`config.mk`:
```
export PLATFORM = sky130hd
export DESIGN_NAME = dcmi_csr
export DESIGN_NICKNAME = d
export VERILOG_FILES = /design/src/rtl/dcmi_csr.sv
export SDC_FILE = /design/constraint.sdc
export NUM_CORES = 1
export LEC_CHECK = 0
export CAP_MARGIN = 20
export CORE_ASPECT_RATIO = 1.1
export CORE_MARGIN = 2
export CORE_UTILIZATION = 50
export CTS_BUF_LIST = sky130_fd_sc_hd__clkbuf_16
export CTS_CLUSTER_SIZE = 20
export DETAILED_ROUTE_END_ITERATION = 8
export PLACE_DENSITY_LB_ADDON = 0.3
export SYNTH_ARGS = -nofsm -noshare
export SYNTH_HDL_FRONTEND = slang
export SYNTH_SLANG_ARGS = --single-unit
```
`constraint.sdc`:
```
create_clock -name hclk -period 2.8 [get_ports hclk]
set_clock_uncertainty 0.2 [all_clocks]
set_input_delay 0.28 -clock hclk [delete_from_list [all_inputs] [get_ports hclk]]
set_output_delay 0.28 -clock hclk [all_outputs]
set_load 0.02 [all_outputs]
```
`src/rtl/dcmi_csr.sv`:
```
// DCMI control/status register file: capture config, interrupt block, registered reads.
// Define DCMI_CSR_SHADOW_EN to drive the capture config outputs from vsync-loaded shadow copies.
module dcmi_csr #(
   parameter int ADDR_W = 4,
   parameter int CROP_W = 14,
   parameter int DMA_AW = 18,
   parameter int DMA_LW = 18
) (
   input  logic                  hclk,
   input  logic                  rstn,
   input  logic                  ahb_bus_sel,
   input  logic                  ahb_bus_wr,
   input  logic                  ahb_bus_rd,
   input  logic [ADDR_W-1:0]     ahb_bus_addr,
   input  logic [3:0]            ahb_bus_bsel,
   input  logic [31:0]           ahb_bus_wdata,
   output logic [31:0]           ahb_bus_rdata,
   output logic                  ahb_bus_rvld,
   input  logic                  evt_line,
   input  logic                  evt_vsync,
   input  logic                  evt_frame,
   input  logic                  evt_ovr,
   input  logic                  evt_err,
   input  logic                  core_active,
   output logic [20:0]           cfg_cr,
   output logic [31:0]           cfg_escr,
   output logic [31:0]           cfg_esur,
   output logic [2*CROP_W-1:0]   cfg_crop_start,
   output logic [2*CROP_W-1:0]   cfg_crop_size,
   output logic [DMA_AW-1:0]     cfg_dma_saddr,
   output logic [DMA_LW-1:0]     cfg_dma_len,
   output logic                  irq
);

   logic [20:0]         cr_q, cr_d;
   logic [4:0]          ris_q, ris_d;
   logic [4:0]          ier_q, ier_d;
   logic [31:0]         escr_q, escr_d;
   logic [31:0]         esur_q, esur_d;
   logic [2*CROP_W-1:0] crop_start_q, crop_start_d;
   logic [2*CROP_W-1:0] crop_size_q, crop_size_d;
   logic [DMA_AW-1:0]   dma_saddr_q, dma_saddr_d;
   logic [DMA_LW-1:0]   dma_len_q, dma_len_d;
   logic                vsync_phase_q, vsync_phase_d;
   logic [31:0]         rdata_q, rdata_d;
   logic                rvld_q, rvld_d;
   logic                irq_q, irq_d;

   logic [31:0] addr_w;
   logic [31:0] rd_val;
   logic [31:0] wr_m;
   logic        wr_en;
   logic        block_en;
   logic [4:0]  evt_g;
   logic [4:0]  icr_clr;

   function automatic logic [31:0] crop_word(input logic [2*CROP_W-1:0] f);
      logic [31:0] v;
      v = '0;
      v[CROP_W-1:0]  = f[CROP_W-1:0];
      v[16+:CROP_W]  = f[CROP_W+:CROP_W];
      return v;
   endfunction

   assign addr_w   = 32'(ahb_bus_addr);
   assign wr_en    = ahb_bus_sel & ahb_bus_wr;
   assign block_en = cr_q[14];
   // With the block disabled every event source is masked, including snapshot and vsync phase.
   assign evt_g    = {evt_frame, evt_ovr, evt_err, evt_vsync, evt_line} & {5{block_en}};

   always_comb begin
      rd_val = '0;
      case (addr_w)
         0:  rd_val[20:0] = cr_q;
         1:  rd_val[2:0]  = {ris_q[1], vsync_phase_q, core_active};
         2:  rd_val[4:0]  = ris_q;
         3:  rd_val[4:0]  = ier_q;
         4:  rd_val[4:0]  = ris_q & ier_q;
         6:  rd_val       = escr_q;
         7:  rd_val       = esur_q;
         8:  rd_val       = crop_word(crop_start_q);
         9:  rd_val       = crop_word(crop_size_q);
         10: rd_val[DMA_AW-1:0] = dma_saddr_q;
         11: rd_val[DMA_LW-1:0] = dma_len_q;
         default: rd_val = '0;
      endcase
   end

   // Byte-lane merge of the write data into the addressed register's current value.
   always_comb begin
      wr_m = rd_val;
      for (int b = 0; b < 4; b++) begin
         if (ahb_bus_bsel[b]) wr_m[8*b+:8] = ahb_bus_wdata[8*b+:8];
      end
   end

   always_comb begin
      cr_d          = cr_q;
      ier_d         = ier_q;
      escr_d        = escr_q;
      esur_d        = esur_q;
      crop_start_d  = crop_start_q;
      crop_size_d   = crop_size_q;
      dma_saddr_d   = dma_saddr_q;
      dma_len_d     = dma_len_q;
      icr_clr       = '0;

      if (cr_q[1] && evt_g[4]) cr_d[0] = 1'b0;

      if (wr_en) begin
         case (addr_w)
            0:  cr_d         = wr_m[20:0];
            3:  ier_d        = wr_m[4:0];
            5:  icr_clr      = ahb_bus_bsel[0] ? ahb_bus_wdata[4:0] : 5'd0;
            6:  escr_d       = wr_m;
            7:  esur_d       = wr_m;
            8:  crop_start_d = {wr_m[16+:CROP_W], wr_m[CROP_W-1:0]};
            9:  crop_size_d  = {wr_m[16+:CROP_W], wr_m[CROP_W-1:0]};
            10: dma_saddr_d  = wr_m[DMA_AW-1:0];
            11: dma_len_d    = wr_m[DMA_LW-1:0];
            default: ;
         endcase
      end

      ris_d         = block_en ? ((ris_q & ~icr_clr) | evt_g) : 5'd0;
      vsync_phase_d = vsync_phase_q ^ evt_g[1];
      irq_d         = |(ris_q & ier_q);
      rvld_d        = ahb_bus_sel & ahb_bus_rd;
      rdata_d       = rvld_d ? rd_val : rdata_q;
   end

   always_ff @(posedge hclk or negedge rstn) begin
      if (!rstn) begin
         cr_q          <= '0;
         ris_q         <= '0;
         ier_q         <= '0;
         escr_q        <= '0;
         esur_q        <= '0;
         crop_start_q  <= '0;
         crop_size_q   <= '0;
         dma_saddr_q   <= '0;
         dma_len_q     <= '0;
         vsync_phase_q <= 1'b0;
         rdata_q       <= '0;
         rvld_q        <= 1'b0;
         irq_q         <= 1'b0;
      end else begin
         cr_q          <= cr_d;
         ris_q         <= ris_d;
         ier_q         <= ier_d;
         escr_q        <= escr_d;
         esur_q        <= esur_d;
         crop_start_q  <= crop_start_d;
         crop_size_q   <= crop_size_d;
         dma_saddr_q   <= dma_saddr_d;
         dma_len_q     <= dma_len_d;
         vsync_phase_q <= vsync_phase_d;
         rdata_q       <= rdata_d;
         rvld_q        <= rvld_d;
         irq_q         <= irq_d;
      end
   end

   assign ahb_bus_rdata = rdata_q;
   assign ahb_bus_rvld  = rvld_q;
   assign irq           = irq_q;
   assign cfg_cr        = cr_q;

`ifdef DCMI_CSR_SHADOW_EN
   logic [31:0]         escr_sh_q, escr_sh_d;
   logic [31:0]         esur_sh_q, esur_sh_d;
   logic [2*CROP_W-1:0] crop_start_sh_q, crop_start_sh_d;
   logic [2*CROP_W-1:0] crop_size_sh_q, crop_size_sh_d;
   logic [DMA_AW-1:0]   dma_saddr_sh_q, dma_saddr_sh_d;
   logic [DMA_LW-1:0]   dma_len_sh_q, dma_len_sh_d;
   logic                sh_load;

   // Shadows track freely while idle and only move on a frame boundary while capturing.
   assign sh_load = evt_vsync | ~cr_q[0];

   always_comb begin
      escr_sh_d       = sh_load ? escr_q       : escr_sh_q;
      esur_sh_d       = sh_load ? esur_q       : esur_sh_q;
      crop_start_sh_d = sh_load ? crop_start_q : crop_start_sh_q;
      crop_size_sh_d  = sh_load ? crop_size_q  : crop_size_sh_q;
      dma_saddr_sh_d  = sh_load ? dma_saddr_q  : dma_saddr_sh_q;
      dma_len_sh_d    = sh_load ? dma_len_q    : dma_len_sh_q;
   end

   always_ff @(posedge hclk or negedge rstn) begin
      if (!rstn) begin
         escr_sh_q       <= '0;
         esur_sh_q       <= '0;
         crop_start_sh_q <= '0;
         crop_size_sh_q  <= '0;
         dma_saddr_sh_q  <= '0;
         dma_len_sh_q    <= '0;
      end else begin
         escr_sh_q       <= escr_sh_d;
         esur_sh_q       <= esur_sh_d;
         crop_start_sh_q <= crop_start_sh_d;
         crop_size_sh_q  <= crop_size_sh_d;
         dma_saddr_sh_q  <= dma_saddr_sh_d;
         dma_len_sh_q    <= dma_len_sh_d;
      end
   end

   assign cfg_escr       = escr_sh_q;
   assign cfg_esur       = esur_sh_q;
   assign cfg_crop_start = crop_start_sh_q;
   assign cfg_crop_size  = crop_size_sh_q;
   assign cfg_dma_saddr  = dma_saddr_sh_q;
   assign cfg_dma_len    = dma_len_sh_q;
`else
   assign cfg_escr       = escr_q;
   assign cfg_esur       = esur_q;
   assign cfg_crop_start = crop_start_q;
   assign cfg_crop_size  = crop_size_q;
   assign cfg_dma_saddr  = dma_saddr_q;
   assign cfg_dma_len    = dma_len_q;
`endif

endmodule

```
**Word-level counts from Yosys, hierarchy flattened**

Index checks and enable logic that the tools add are counted.

- Bits in registers: 222
- Bits in latches: 0
- Memory bits (writable): 0
- ROM bits: 0
- Word-level logic and storage cells: 60
- Memories: 0

- Add/subtract/negate cells: 0
- $mul: 0
- Divide/modulo/power cells: 0
- Magnitude comparators: 0
- Equality and inequality tests: 11
- Shifts and indexed selects: 0
- Muxes and demuxes: 16
- Bitwise gates (word level): 8
- Reductions and logical operators: 11

Operators by type and width:

| kind | number |
|---|---|
| $pmux W13 S7 | 1 |
| $pmux W11 S4 | 1 |
| $pmux W3 S11 | 1 |
| $logic_not A32 Y1 | 1 |
| $mux W8 | 4 |
| $mux W5 | 4 |
| $pmux W2 S10 | 1 |
| $eq A4 B3 Y1 const B | 4 |
| $eq A4 B4 Y1 const B | 4 |
| $reduce_and A2 Y1 | 8 |
| $and A5 B5 Y5 | 3 |
| $pmux W3 S5 | 1 |
| $eq A4 B2 Y1 const B | 2 |
| $not A5 Y5 | 1 |
| $or A5 B5 Y5 | 1 |
| $reduce_or A5 Y1 | 1 |
| $eq A4 B1 Y1 const B | 1 |
| $mux W1 | 3 |
| $and A1 B1 Y1 | 2 |
| $logic_and A1 B1 Y1 | 1 |
| $xor A1 B1 Y1 | 1 |

**Logic depth before layout (Yosys ltp)**

- Depth after elaboration: 7
- Mapped depth: 8

**Worst setup path after synthesis**

Ideal clock, no wire load.

- Path type: in2reg
- Start: input ahb_bus_addr[0]
- End: register dma_len_q[14], in the netlist cfg_dma_len[14]
- Setup time: 0.125 ns
- Arrival: 1.689 ns
- Path slack: 0.786 ns
- Stages on the path: 7
- Path buffers: 3
- Cells stage by stage: buf_2 buf_6 buf_2 mux2_2 a32oi_1 o221ai_1 mux2_2

- Word-level cells in the longest chain between the ends: 3

Ends and longest elaborated chain:

| what | line | text |
|---|---|---|
| from (decl) | 14 | `input logic [ADDR_W-1:0] ahb_bus_addr,` |
| $logic_not A32 Y1 (tied with other cells) | 73 | `case (addr_w)` |
| $pmux W13 S7 | 73 |  |
| $mux W8 | 93 | `if (ahb_bus_bsel[b]) wr_m[8*b+:8] = ahb_bus_wdata[8*b+:8];` |
| to (signal assigned) | 156 | `dma_len_q <= dma_len_d;` |
| to (decl) | 43 | `logic [DMA_LW-1:0] dma_len_q, dma_len_d;` |

Parallel ways exist; a longest one is shown, timed or not.
A chain may end at the register's enable or synchronous reset.

**Worst setup path after layout**

- Start: register cr_q[14], in the netlist cfg_cr[14]
- End: output cfg_cr[14]

RTL lines:

| what | line | text |
|---|---|---|
| from (decl) | 35 | `logic [20:0] cr_q, cr_d;` |
| from (signal assigned) | 148 | `cr_q <= cr_d;` |
| to (decl) | 25 | `output logic [20:0] cfg_cr,` |

No word-level cell between the ends.

==> metrics list <==
- Counting flops with an async set or reset pin after synthesis yields a share of 1.00.
- Fraction of the yosys area taken by sequential cells: 0.502
* Drt via density: 6.05
- Of the total power, the share spent switching nets is 0.333.
- Register bit total from synthesis: 222
- Of the total power, registers draw 0.424.
* Cell-by-cell listing of the critical path: clkdlybuf4s50_1
- Pleak: 6.66 nW
* TritonCTS clock tree: done
- Power density relative to cell area: 680 nW/µm²
- Entering global routing, the biggest net connects 82 pins.
* Layout-stage area growth over the synthesis result: 33.9%
- Unique masters post-synth: 78
- Maximum fanout encountered on the critical timing path: 10
- Worst setup path category: register to output pin
- Across every metal layer, demand over resource in global routing totals 0.310.
- The mapped netlist covers 11,100 µm².
- The first detailed-routing pass took 7 iterations.
- Internal power consumption: 6.72 mW
- Critical path's largest stage delay: 0.69 ns
* Synth Warn #: 0
- CP endpoint kind: output pin
- Together, buffers and inverters on the worst path number 1.
* I/O Pins: 262
- Post-DP HPWL: 25,600 µm
- Highest ir drop seen on vdd: 518 µV
- Proportion of power drawn by the clock network: 0.286
- Placed cell area: 14,100 µm²
* Most frequent standard cell in the layout excluding fill and tap cells: clkdlybuf4s50_1
- Sum of routed wire length over all layers: 36,600 µm
- Run status: complete, no violations
- The final-report max-slew violation count came to 0.
* Unrepaired setup endpoints after global routing: false
* Area of the die: 23,300 µm²
- The clock passes through at most 3 buffers.
- Setup bufs post-CTS: 0
* Library cell with the largest summed area after synthesis: dfrtp_1
- Sum of negative setup slack: 0 ns
* Vertical die dimension: 160 µm
* Post-Place Cells: 1,566
- Clock tree synthesis selected as its root buffer the cell clkbuf_16.
- Clock-pin slew was measured on the worst setup and hold paths at 0.06 ns.
- Antenna Cells: 0
- Die W: 146 µm
* Total via count after detailed routing: 9,728
* Relative slew margins: 0.423
* Final weighted congestion in routability-driven placement: 0.903
* Via count of the first global-routing pass: 9,814
* Data required time of the worst path: 2.32 ns
* DRC violation count after routing: 0
- The share of total power dissipated in combinational logic is 0.290.
- Setup violations remaining at the end of the flow were counted as 0.
* Clock buffers created by TritonCTS: 24
* Share of Yosys cell area claimed by the top area cell type: 0.502
* HP Class: input pin to asynchronous set/reset pin
* Wire length of the first global-routing pass: 57,100 µm
* Cell at the slowest stage of the critical path: clkdlybuf4s50_1
* Core footprint: 21,900 µm²
* Number of port buffers: 261
- Post-route minimum period: 2.32 ns
- The average instance in the mapped netlist occupies 10.6 µm².
* Residual antenna-violating net count after detailed routing: 0
- For the pin with the worst max-slew slack, the measured transition is 0.858 ns.
- Number of nets in the finished design: 1,349
- Counting every net in the synthesized netlist gives 1,099.
* TritonCTS sink count: 222
* Worst path arrival time: 1.84 ns
- Most frequent cells in the layout: clkdlybuf4s50_1, dfrtp_1, nand2_1, o21ai_0, mux2i_1
- Top Family by Delay on Critical Path: buffers and inverters
- By area the synthesized netlist is led by dfrtp_1, mux2i_1, mux2_2.
* Count of H-tree levels built during CTS: 1
- Of the cells placed in the final design, the portion with a size suffix greater than 1 is 0.127.
* Number of hold violations in the final report: 0
- After clock tree synthesis, the repair step resized 0 gates.
* Instance count of the mapped netlist: 1,048
- In the synthesized netlist the dominant register cell turns out to be dfrtp_1.
- Crit share post-route: 0.827
- Peak Freq: 432 MHz
* Net switching power: 3.36 mW
- After routing the design area is 14,800 µm².
- Clock latency on the worst-skew pair, taken at its later pin, is 0.52 ns.
- DRC violation total after the first TritonRoute iteration: 735
- Overflow after GRT: 0
- Number of antenna violations at the first check in global routing: 0
* Number of enable-type register cells in the synthesized netlist: 0
- Starting Density: 0.505
- STA classifies the critical path startpoint as a register.
- Excluding fillers, the count of instances in the completed layout stands at 1,607.
- Max-cap violations in this run came to 0.
- The initialized floorplan defines 57 standard-cell rows.
- Post-DR wirelength/cell: 22.7 µm
==> registers in the layout, indices dropped and copies added, names as in the netlist <==
| signal | count |
|---|---|
| cfg_dma_len | 18 |
| cfg_cr | 21 |
| vsync_phase_q | 1 |
| cfg_escr | 32 |
| ahb_bus_rvld | 1 |
| ier_q | 5 |
| ris_q | 5 |
| irq | 1 |
| ahb_bus_rdata | 32 |
| cfg_crop_start | 28 |
| cfg_esur | 32 |
| cfg_dma_saddr | 18 |
| cfg_crop_size | 28 |
==> power by group through the flow <==
| stage | sequential, mW | clock [mW] | combinational [mW] |
|---|---|---|---|
| 2_1_floorplan | 4.75 | 0 | 0.862 |
| 3_3_place_gp | 4.31 | 0 | 2.86 |
| 3_5_place_dp | 4.31 | 0 | 2.91 |
| 4_1_cts | 4.26 | 2.89 | 2.93 |
| 5_1_grt | 4.32 | 3.02 | 3.10 |
| 6_report | 4.28 | 2.88 | 2.92 |
==> synthesized netlist by cell type, types with 13 or more instances <==
master and count:
a21o_1 14, a21oi_1 49, buf_2 34, clkbuf_1 40, dfrtp_1 222, mux2_2 51, mux2i_1 76, nand2_1 152
nand2b_1 13, nor2_1 33, nor3_1 14, o21ai_0 87, o21ai_1 19
==> what timing repair did <==
item,in CTS,in global routing
setup endpoints to repair,0,0
hold endpoints to repair,204,0
hold buffers,1,0
==> metal layers <==
| metal | track usage | up-vias | routed length [µm] | part of all wire |
|---|---|---|---|---|
| met2 | 0.488 | 507 | 16700 | 0.46 |
| met5 | 0 | - | 0 | 0 |
| met1 | 0.407 | 4807 | 14700 | 0.40 |
| met4 | 0.127 | 0 | 1490 | 0.041 |
| li1 | - | 4311 | - | - |
| met3 | 0.0866 | 103 | 3660 | 0.10 |
==> path summary, 6_finish.rpt <==
path                             startpoint                  to  slack [ns]  depth (start not counted)
min in group hclk                   evt_ovr            ris_q[3]        0.16                          2
max in group asynchronous              rstn  cfg_crop_start[23]        1.46                          3
max                              cfg_cr[14]          cfg_cr[14]        0.48                          1
max reg2reg                       cfg_cr[4]           cfg_cr[4]        0.70                          4
min reg2reg                ahb_bus_rdata[6]    ahb_bus_rdata[6]        0.28                          1
min                                    rstn                 irq        0.06                          2
==> layout make-up <==
class / count / area (µm²)
clock buffer: 25 / 626
clock inverter: 15 / 65.1
fill: 1661 / 7080
inverter: 8 / 30.0
multi-input combinational: 734 / 5100
sequential: 222 / 5560
tap: 295 / 369
timing repair buffer: 308 / 3070
==> logic make-up (layout without fill, tap and decap cells) <==
group	Yosys count	after routing	share of synthesized area
AO/OA/AOI/OAI	270	270	0.166
flip-flops	222	222	0.502
multiplexers	138	138	0.132
AND/OR/NAND/NOR	325	325	0.160
buffers and inverters	92	356	0.0385
XOR/XNOR	1	1	0.000792
==> stage by stage <==
stage	worst slack, ns	utilization	hold slack [ns]	total power [mW]
final	0.483	0.676	0.0636	10.1
after detailed placement	0.214	0.644	0.00800	7.22
after floorplan	0.786	-	-0.216	5.61
after global placement	0.220	0.644	0.00641	7.17
after CTS	0.493	0.676	0.0688	10.1
after global routing	0.454	0.676	0.0915	10.4
(Power assumes the default switching activity.)
